===== src/rtl/decode_stage_pkg.sv =====
// Shared definitions for the decode stage: default widths, opcode map and class encodings.
// The classify() helper maps an opcode onto its class and immediate extension mode.
package decode_stage_pkg;

    localparam int DEF_INSTR_WIDTH = 16;
    localparam int DEF_OPCODE_W    = 4;
    localparam int DEF_REG_ADDR_W  = 4;
    localparam int DEF_DATA_WIDTH  = 16;

    localparam int unsigned OP_NOP   = 0;
    localparam int unsigned OP_ADD   = 1;
    localparam int unsigned OP_SUB   = 2;
    localparam int unsigned OP_MUL   = 3;
    localparam int unsigned OP_DIV   = 4;
    localparam int unsigned OP_CONST = 5;
    localparam int unsigned OP_LDR   = 6;
    localparam int unsigned OP_STR   = 7;
    localparam int unsigned OP_BR    = 8;
    localparam int unsigned OP_CMP   = 9;
    localparam int unsigned OP_RET   = 15;

    typedef enum logic [2:0] {
        CLS_NOP     = 3'd0,
        CLS_ALU     = 3'd1,
        CLS_LDI     = 3'd2,
        CLS_MEM     = 3'd3,
        CLS_BRANCH  = 3'd4,
        CLS_RET     = 3'd5,
        CLS_ILLEGAL = 3'd6
    } instr_class_e;

    typedef enum logic [1:0] {
        EXT_ZERO,
        EXT_SIGN,
        EXT_CLEAR
    } imm_ext_e;

    typedef struct packed {
        instr_class_e cls;
        imm_ext_e     ext;
    } class_info_t;

    function automatic class_info_t classify(input logic [31:0] op);
        class_info_t info;
        info.cls = CLS_ILLEGAL;
        info.ext = EXT_CLEAR;
        case (op)
            OP_NOP:                                  begin info.cls = CLS_NOP;    info.ext = EXT_ZERO; end
            OP_ADD, OP_SUB, OP_MUL, OP_DIV, OP_CMP:  begin info.cls = CLS_ALU;    info.ext = EXT_ZERO; end
            OP_CONST:                                begin info.cls = CLS_LDI;    info.ext = EXT_ZERO; end
            OP_LDR, OP_STR:                          begin info.cls = CLS_MEM;    info.ext = EXT_ZERO; end
            OP_BR:                                   begin info.cls = CLS_BRANCH; info.ext = EXT_SIGN; end
            OP_RET:                                  begin info.cls = CLS_RET;    info.ext = EXT_ZERO; end
            default:                                 begin info.cls = CLS_ILLEGAL; info.ext = EXT_CLEAR; end
        endcase
        return info;
    endfunction

endpackage


===== src/rtl/decode_skid_buf.sv =====
// Generic 2-entry valid/ready skid buffer: one output register plus one skid register,
// registered in_ready, full throughput, flush drops everything held.
module decode_skid_buf #(
    parameter int WIDTH = 8
) (
    input  logic             clk,
    input  logic             reset,
    input  logic             flush,
    input  logic             in_valid,
    output logic             in_ready,
    input  logic [WIDTH-1:0] in_data,
    output logic             out_valid,
    input  logic             out_ready,
    output logic [WIDTH-1:0] out_data
);

    logic [WIDTH-1:0] skid_data;
    logic             skid_valid;
    logic             accept;
    logic             out_free;
    logic             out_valid_nxt;
    logic             skid_valid_nxt;
    logic             load_skid;
    logic [WIDTH-1:0] out_data_nxt;

    assign accept   = in_valid && in_ready;
    assign out_free = !out_valid || out_ready;

    always_comb begin
        out_valid_nxt  = out_valid;
        skid_valid_nxt = skid_valid;
        out_data_nxt   = out_data;
        load_skid      = 1'b0;
        if (out_free) begin
            if (skid_valid) begin
                out_valid_nxt  = 1'b1;
                out_data_nxt   = skid_data;
                skid_valid_nxt = 1'b0;
            end else if (accept) begin
                out_valid_nxt = 1'b1;
                out_data_nxt  = in_data;
            end else begin
                out_valid_nxt = 1'b0;
            end
        end else if (accept) begin
            skid_valid_nxt = 1'b1;
            load_skid      = 1'b1;
        end
        if (flush) begin
            out_valid_nxt  = 1'b0;
            skid_valid_nxt = 1'b0;
            out_data_nxt   = out_data;
            load_skid      = 1'b0;
        end
    end

    // NOTE: in_ready is registered from the next skid state, so it never combinationally depends on out_ready.
    always_ff @(posedge clk) begin
        if (reset) begin
            out_valid  <= 1'b0;
            skid_valid <= 1'b0;
            in_ready   <= 1'b0;
            out_data   <= '0;
            skid_data  <= '0;
        end else begin
            out_valid  <= out_valid_nxt;
            skid_valid <= skid_valid_nxt;
            in_ready   <= !skid_valid_nxt;
            out_data   <= out_data_nxt;
            if (load_skid) skid_data <= in_data;
        end
    end

    hold_stable: assert property (@(posedge clk) disable iff (reset)
        (out_valid && !out_ready && !flush) |=> (out_valid && $stable(out_data)));

endmodule


===== src/rtl/decode_stage.sv =====
// Registered instruction decode stage: field split, classification, immediate extension.
// Optional performance counters are built when DECODE_PERF_CNT_EN is defined.
module decode_stage
    import decode_stage_pkg::*;
#(
    parameter int INSTR_WIDTH = DEF_INSTR_WIDTH,
    parameter int OPCODE_W    = DEF_OPCODE_W,
    parameter int REG_ADDR_W  = DEF_REG_ADDR_W,
    parameter int DATA_WIDTH  = DEF_DATA_WIDTH
) (
    input  logic                   clk,
    input  logic                   reset,
    input  logic                   flush,
    input  logic                   in_valid,
    output logic                   in_ready,
    input  logic [INSTR_WIDTH-1:0] instruction,
    output logic                   out_valid,
    input  logic                   out_ready,
    output logic [OPCODE_W-1:0]    opcode,
    output logic [REG_ADDR_W-1:0]  dest_reg,
    output logic [REG_ADDR_W-1:0]  src1_reg,
    output logic [REG_ADDR_W-1:0]  src2_reg,
    output logic [DATA_WIDTH-1:0]  immediate,
    output logic [2:0]             instr_class,
    output logic                   illegal
`ifdef DECODE_PERF_CNT_EN
    ,
    output logic [31:0]            perf_decoded,
    output logic [31:0]            perf_stall,
    output logic [15:0]            perf_illegal
`endif
);

    localparam int IMM_W = INSTR_WIDTH - OPCODE_W - REG_ADDR_W;
    localparam int PAY_W = OPCODE_W + 3 * REG_ADDR_W + DATA_WIDTH + 3 + 1;

    logic [OPCODE_W-1:0]   d_opcode;
    logic [REG_ADDR_W-1:0] d_dest;
    logic [REG_ADDR_W-1:0] d_src1;
    logic [REG_ADDR_W-1:0] d_src2;
    logic [IMM_W-1:0]      d_imm_raw;
    logic [DATA_WIDTH-1:0] d_imm;
    class_info_t           d_info;
    logic [PAY_W-1:0]      pay_in;
    logic [PAY_W-1:0]      pay_out;

    assign d_opcode  = instruction[INSTR_WIDTH-1 -: OPCODE_W];
    assign d_dest    = instruction[INSTR_WIDTH-OPCODE_W-1 -: REG_ADDR_W];
    assign d_src1    = instruction[INSTR_WIDTH-OPCODE_W-REG_ADDR_W-1 -: REG_ADDR_W];
    assign d_src2    = instruction[REG_ADDR_W-1:0];
    assign d_imm_raw = instruction[IMM_W-1:0];
    assign d_info    = classify(32'(d_opcode));

    always_comb begin
        d_imm = '0;
        case (d_info.ext)
            EXT_ZERO: d_imm = DATA_WIDTH'(d_imm_raw);
            EXT_SIGN: d_imm = DATA_WIDTH'($signed(d_imm_raw));
            default:  d_imm = '0;
        endcase
    end

    // Decoded fields travel through the buffer as one flat payload word.
    assign pay_in = {d_opcode, d_dest, d_src1, d_src2, d_imm, d_info.cls, d_info.cls == CLS_ILLEGAL};
    assign {opcode, dest_reg, src1_reg, src2_reg, immediate, instr_class, illegal} = pay_out;

    decode_skid_buf #(
        .WIDTH(PAY_W)
    ) u_skid (
        .clk      (clk),
        .reset    (reset),
        .flush    (flush),
        .in_valid (in_valid),
        .in_ready (in_ready),
        .in_data  (pay_in),
        .out_valid(out_valid),
        .out_ready(out_ready),
        .out_data (pay_out)
    );

`ifdef DECODE_PERF_CNT_EN
    logic xfer;
    logic stall;

    assign xfer  = out_valid && out_ready;
    assign stall = out_valid && !out_ready;

    // Counters saturate and survive flush; only reset clears them.
    always_ff @(posedge clk) begin
        if (reset) begin
            perf_decoded <= '0;
            perf_stall   <= '0;
            perf_illegal <= '0;
        end else begin
            if (xfer && perf_decoded != '1) perf_decoded <= perf_decoded + 32'd1;
            if (stall && perf_stall != '1) perf_stall <= perf_stall + 32'd1;
            if (xfer && illegal && perf_illegal != '1) perf_illegal <= perf_illegal + 16'd1;
        end
    end
`endif

endmodule

===== config.mk =====
export PLATFORM = sky130hd
export DESIGN_NAME = decode_stage
export DESIGN_NICKNAME = d
export VERILOG_FILES = /design/src/rtl/decode_stage_pkg.sv /design/src/rtl/decode_skid_buf.sv /design/src/rtl/decode_stage.sv
export SDC_FILE = /design/constraint.sdc
export NUM_CORES = 1
export LEC_CHECK = 0
export CORE_MARGIN = 4
export CORE_UTILIZATION = 54
export DETAILED_ROUTE_END_ITERATION = 7
export PLACE_DENSITY = 0.85
export SYNTH_ARGS = -nofsm -noshare
export SYNTH_HDL_FRONTEND = slang
export SYNTH_HIERARCHICAL = 1
export SYNTH_SLANG_ARGS = --single-unit

===== constraint.sdc =====
create_clock -name clk -period 2 [get_ports clk]
set_input_delay 0.2 -clock clk [delete_from_list [all_inputs] [get_ports clk]]
set_output_delay 0.2 -clock clk [all_outputs]
set_load 0.03 [all_outputs]

==> metrics.cfg, run 1 <==
[status]
outcome=completed

[setup_path]
crit_chain=clkdlybuf4s50_1
crit_fanout=3
reg2reg_slack_ps=390
start_kind=register
reg2reg_to=u_skid/out_data[26]$_SDFFE_PP0P_
cp_slowest_stage_delay_ps=710
r2r_cells=4
cp_data_arrival_time_ps=1440
crit_path_end_kind=primary output
crit_type=reg2out
crit_slowest_cell=clkdlybuf4s50_1
cp-startpoint=u_skid/in_ready$_SDFF_PP0_
worst_ep_required_time_ps=1800
crit_buf_inv=1
worstSetupEndpoint=in_ready
reg2reg_from=u_skid/skid_valid$_SDFF_PP0_
cp.depth=1
cpLargestDelayFamily=buffers and inverters

[detailed_routing]
dr_total_vias=3025
postRouteAntennaNets=0
avgRoutedWirePerCell_um=16.3
vias_per_cell=5.55
drc=0
first_pass_iters=4
wirelength_um=8870
drt_iter0_drc=136

[power]
ir_drop_v=0.000702
leakagePower_uw=0.00157
power_density_nw_per_um2=761

[sta]
max_freq_ghz=0.610
fin_crit_ps=1640
rsz0062_at_grt=no
hold_violations=0
max_slew.worst_pin.slew_ps=544
max_slew_margin=0.637
finClkSkew_ps=5.66
finalSetupViolCount=0
slew_violations=0
tns_ps=0
timing.final.crit_share=0.820

[floorplan]
dieArea_sq_um=8380
die_h_um=91.6
core_sq_um=6790
io_pins=59
die_w_um=91.6
rows=30
start_util=0.555

[logic_synthesis]
yosys.area.top_type=dfxtp_1
yosysWarnings=6
avgSynthCellArea_sq_um=9.52
synthTopCellsByArea=dfxtp_1, nand2b_1, mux2_2
synthCells=396
syn_nets=417
netlist_area_sq_um=3770
ys_ff_latch=75
synth_top_area_frac=0.398
yosysSeqAreaShare=0.398
ys_types=28

[clock_network]
cts-root-buf=clkbuf_8
htree_levels=3
cts_tree=yes
insertion_delay_ps=340
cts-buffers-inserted=9
cts_hold_buf=0
cts_sinks=75
clk_pin_slew_ps=70
clock_path_buffers=2
cts_setup_buffers=0
cts_resized=0

[placed_design]
portBuffers=58
dp_hpwl_um=5640
gp_congestion=0.817
placed_cells=529
placed_area_sq_um=4470

[finish]
n_fill_cell=531
antenna_cells=0
final_cell_mix=dfxtp_1, nand2b_1, clkdlybuf4s50_1, nor4_1, a211oi_1
stdcell_area_sq_um=4750
layout_commonest_cell=dfxtp_1
fin_cells=545
final_nets=465
syn2layout_area_growth_pct=25.8
drive_gt1_frac=0.165

[global_route]
antenna_found_initial=0
overflow=0
grt_first_pass_wirelength_um=15100
grt_usage=0.221
grt_max_degree=42
grt_pass1_vias=3090

[flow_run]
drv_cap=0

[min_path]
worstHoldPathType=in2reg
hp-start=reset

[layout make-up]
class	instances	area, sq um	share of cell area
tap	96	120	0.0253
timing repair buffer	74	758	0.160
multi-input combinational	248	1950	0.412
sequential	75	1500	0.317
inverter	36	135	0.0285
clock inverter	4	120	0.0253
clock buffer	12	155	0.0327
[kinds of logic after synthesis]
kind of cell,after synthesis,share of synthesized area
and+or+nand+nor,125,0.206
DFF,75,0.398
buffers and inverters,73,0.0876
muxes,72,0.203
AOI/OAI and AO/OA,51,0.105
[routing by layer]
| metal | track usage | wire length [um] | vias up |
|---|---|---|---|
| met5 | 0 | 0 | - |
| met4 | 0.104 | 174 | 0 |
| met3 | 0.0365 | 334 | 16 |
| met2 | 0.370 | 4410 | 68 |
| met1 | 0.275 | 3950 | 1458 |
| li1 | - | - | 1483 |
[where the power goes]
part / internal (uW) / switching (uW) / leakage (uW)
logic: 227 / 261 / 0.000824
clock network: 1020 / 541 / 0.000137
registers: 1530 / 23.2 / 0.000609
[synth_stat cells, drive strengths merged]
cell type,count
dfxtp,75
and4,1
or3,1
and4b,1
clkbuf,21
inv,36
nor4,37
and2,1
a211oi,37
a21oi,2
mux2,36
o21ba,1
nand2,2
mux2i,36
nor2b,1
nor3,4
buf,16
nand3b,1
nand2b,73
nor2,2
a21boi,9
o221a,1
nand3,1
o21a,1
[flip-flops by register name, indices dropped and copies added, names as in the netlist]
name and count:
u_skid/out_data 36, u_skid/out_valid 1, u_skid/skid_valid 1, u_skid/skid_data 36, u_skid/in_ready 1
[worst min path at each step]
stage                                        endpoint  slack [ps]  cells after the start
global placement     u_skid/out_data[34]$_SDFFE_PP0P_         440                      2
floorplan           u_skid/skid_data[20]$_SDFFE_PP0P_         360                      2
finish               u_skid/out_data[29]$_SDFFE_PP0P_         420                      2
CTS                  u_skid/out_data[29]$_SDFFE_PP0P_         390                      2
global route         u_skid/out_data[29]$_SDFFE_PP0P_         440                      2
detailed placement   u_skid/out_data[20]$_SDFFE_PP0P_         440                      2
[stage by stage]
step / util / setup WS (ps) / power, uW / hold WS (ps)
2_1_floorplan: - / 442 / 1880 / 355
3_3_place_gp: 0.658 / 116 / 2070 / 443
3_5_place_dp: 0.658 / 81.7 / 2080 / 444
4_1_cts: 0.699 / 332 / 3640 / 395
5_1_grt: 0.699 / 249 / 3750 / 444
6_report: 0.699 / 361 / 3610 / 418
Power figures use the tool's default switching activity.
==> run 2, diff against run 1 <==
CORE_UTILIZATION = 49   (was 54)
PLACE_DENSITY = 0.82   (was 0.85)
clock period = 1.4 ns   (was 2 ns; I/O delays follow)
==> run 2 against run 1 <==
  * Critical path type is now reg2reg
  * Cell area up 10%
  * Routed wire length up 13%
  * Clock skew up 6.9 ps
  * Sequential share of layout area down 2.9 points
  * Critical endpoint is now u_skid/out_data[28]$_SDFFE_PP0P_
  * Die area up 9.3%
  * Flip-flop and latch count unchanged
==> metrics.cfg, run 2 (synthesis gave the netlist of run 1 again) <==
[status]
outcome=completed

[placed_design]
portBuffers=58
gp_congestion=0.803
placed_cells=555
post-place-ws_ps=-586
dp_hpwl_um=6150

[global_route]
grt_max_degree=39
overflow=0
grt_usage=0.219
antenna_found_initial=0
grt_first_pass_wirelength_um=15600
grt_pass1_vias=3172

[setup_path]
cp_data_arrival_time_ps=1620
worst_ep_required_time_ps=1630
cp-startpoint=u_skid/skid_valid$_SDFF_PP0_
start_kind=register
crit_type=reg2reg
crit_fanout=7
crit_path_end_kind=register
reg2reg_from=u_skid/skid_valid$_SDFF_PP0_

[detailed_routing]
avgRoutedWirePerCell_um=17.6
wirelength_um=10100
dr_total_vias=3186
drc=0
vias_per_cell=5.56
first_pass_iters=4
drt_iter0_drc=144
postRouteAntennaNets=0

[floorplan]
io_pins=59
rows=31
die_w_um=95.7
dieArea_sq_um=9160
start_util=0.512
die_h_um=95.7
core_sq_um=7370

[min_path]
hp-start=reset
worstHoldPathType=in2reg

[sta]
finClkSkew_ps=12.5
slew_violations=0
fin_crit_ps=1390
max_slew_margin=0.722
finalSetupViolCount=0
max_freq_ghz=0.718
worst_slack_ps=7.58
hold_violations=0
max_slew.worst_pin.slew_ps=417
rsz0062_at_grt=yes
timing.final.crit_share=0.995
tns_ps=0

[finish]
n_fill_cell=531
syn2layout_area_growth_pct=39.1
drive_gt1_frac=0.327
layout_commonest_cell=nand2b_1
fin_cells=573
antenna_cells=0
biggestRegsByFlops=u_skid/out_data (36), u_skid/skid_data (36)
final_util=0.712
final_cell_mix=nand2b_1, dfxtp_1, dlygate4sd2_1, inv_1, mux2i_1
final_nets=490

[power]
ir_drop_v=0.000605
power_density_nw_per_um2=928
leakagePower_uw=0.00192

[clock_network]
clock_path_buffers=2
cts-root-buf=clkbuf_8
cts_tree=yes
clk_pin_slew_ps=70
htree_levels=3
insertion_delay_ps=350
cts_sinks=75
cts-buffers-inserted=9

[flow_run]
drv_cap=0

-- run 2: cell count changes in the layout (fill, tap and decap cells not counted), sizes merged --
cell,previous run,this run
bufinv,4,2
dlygate4sd2,0,39
dlymetal6s2s,0,2
clkinv,0,2
clkdlybuf4s50,57,14
clkbuf,12,15
buf,17,41
-- run 2: final timing paths --
kind / to / cells after the start / slack (ps)
setup / recovery: u_skid/out_data[28]$_SDFFE_PP0P_ / 4 / 8
hold / removal: u_skid/in_ready$_SDFF_PP0_ / 2 / 220
setup reg to reg: u_skid/out_data[28]$_SDFFE_PP0P_ / 4 / 8
hold reg to reg: u_skid/out_data[6]$_SDFFE_PP0P_ / 2 / 450
-- run 2: worst max-delay path: stages, from the launching register on --
cell,delay [ps]
dfxtp_4,400
buf_4,180
mux2_2,340
nor4_1,260
a211oi_2,90
-- run 2: routing by layer --
layer  vias up  global-route usage  share of wire
li1       1533                   -              -
met1      1545               0.280           0.42
met2        89               0.370           0.52
met3        19              0.0352          0.046
met4         0              0.0806          0.020
met5         -                   0              0
-- run 2: cell type report --
type,instances,area (sq um),share of cell area
timing repair buffer,99,983,0.188
clock buffer,12,145,0.0277
tap,99,124,0.0236
multi-input combinational,248,2270,0.433
sequential,75,1510,0.288
inverter,36,135,0.0258
clock inverter,4,73.8,0.0141
-- run 2: through the flow --
stage	hold WS, ps	total power (uW)	cell area (sq um)
final	221	4860	5240
after global routing	247	5050	5240
after global placement	446	3000	4720
after CTS	196	4800	4930
after detailed placement	446	3010	4720
after floorplan	295	2690	3810
-- run 2: where the power goes --
part	switching [uW]	total [uW]	internal (uW)
Combinational	438	789	352
Sequential	32.8	2220	2190
Clock	800	1850	1050
-- run 2: timing repair --
item                       CTS  global route
setup endpoints to repair   66            35
buffers inserted             0             1
gates resized for setup     49            59
hold buffers                 0             0
cloned                       0             1
pin swaps                    0             2
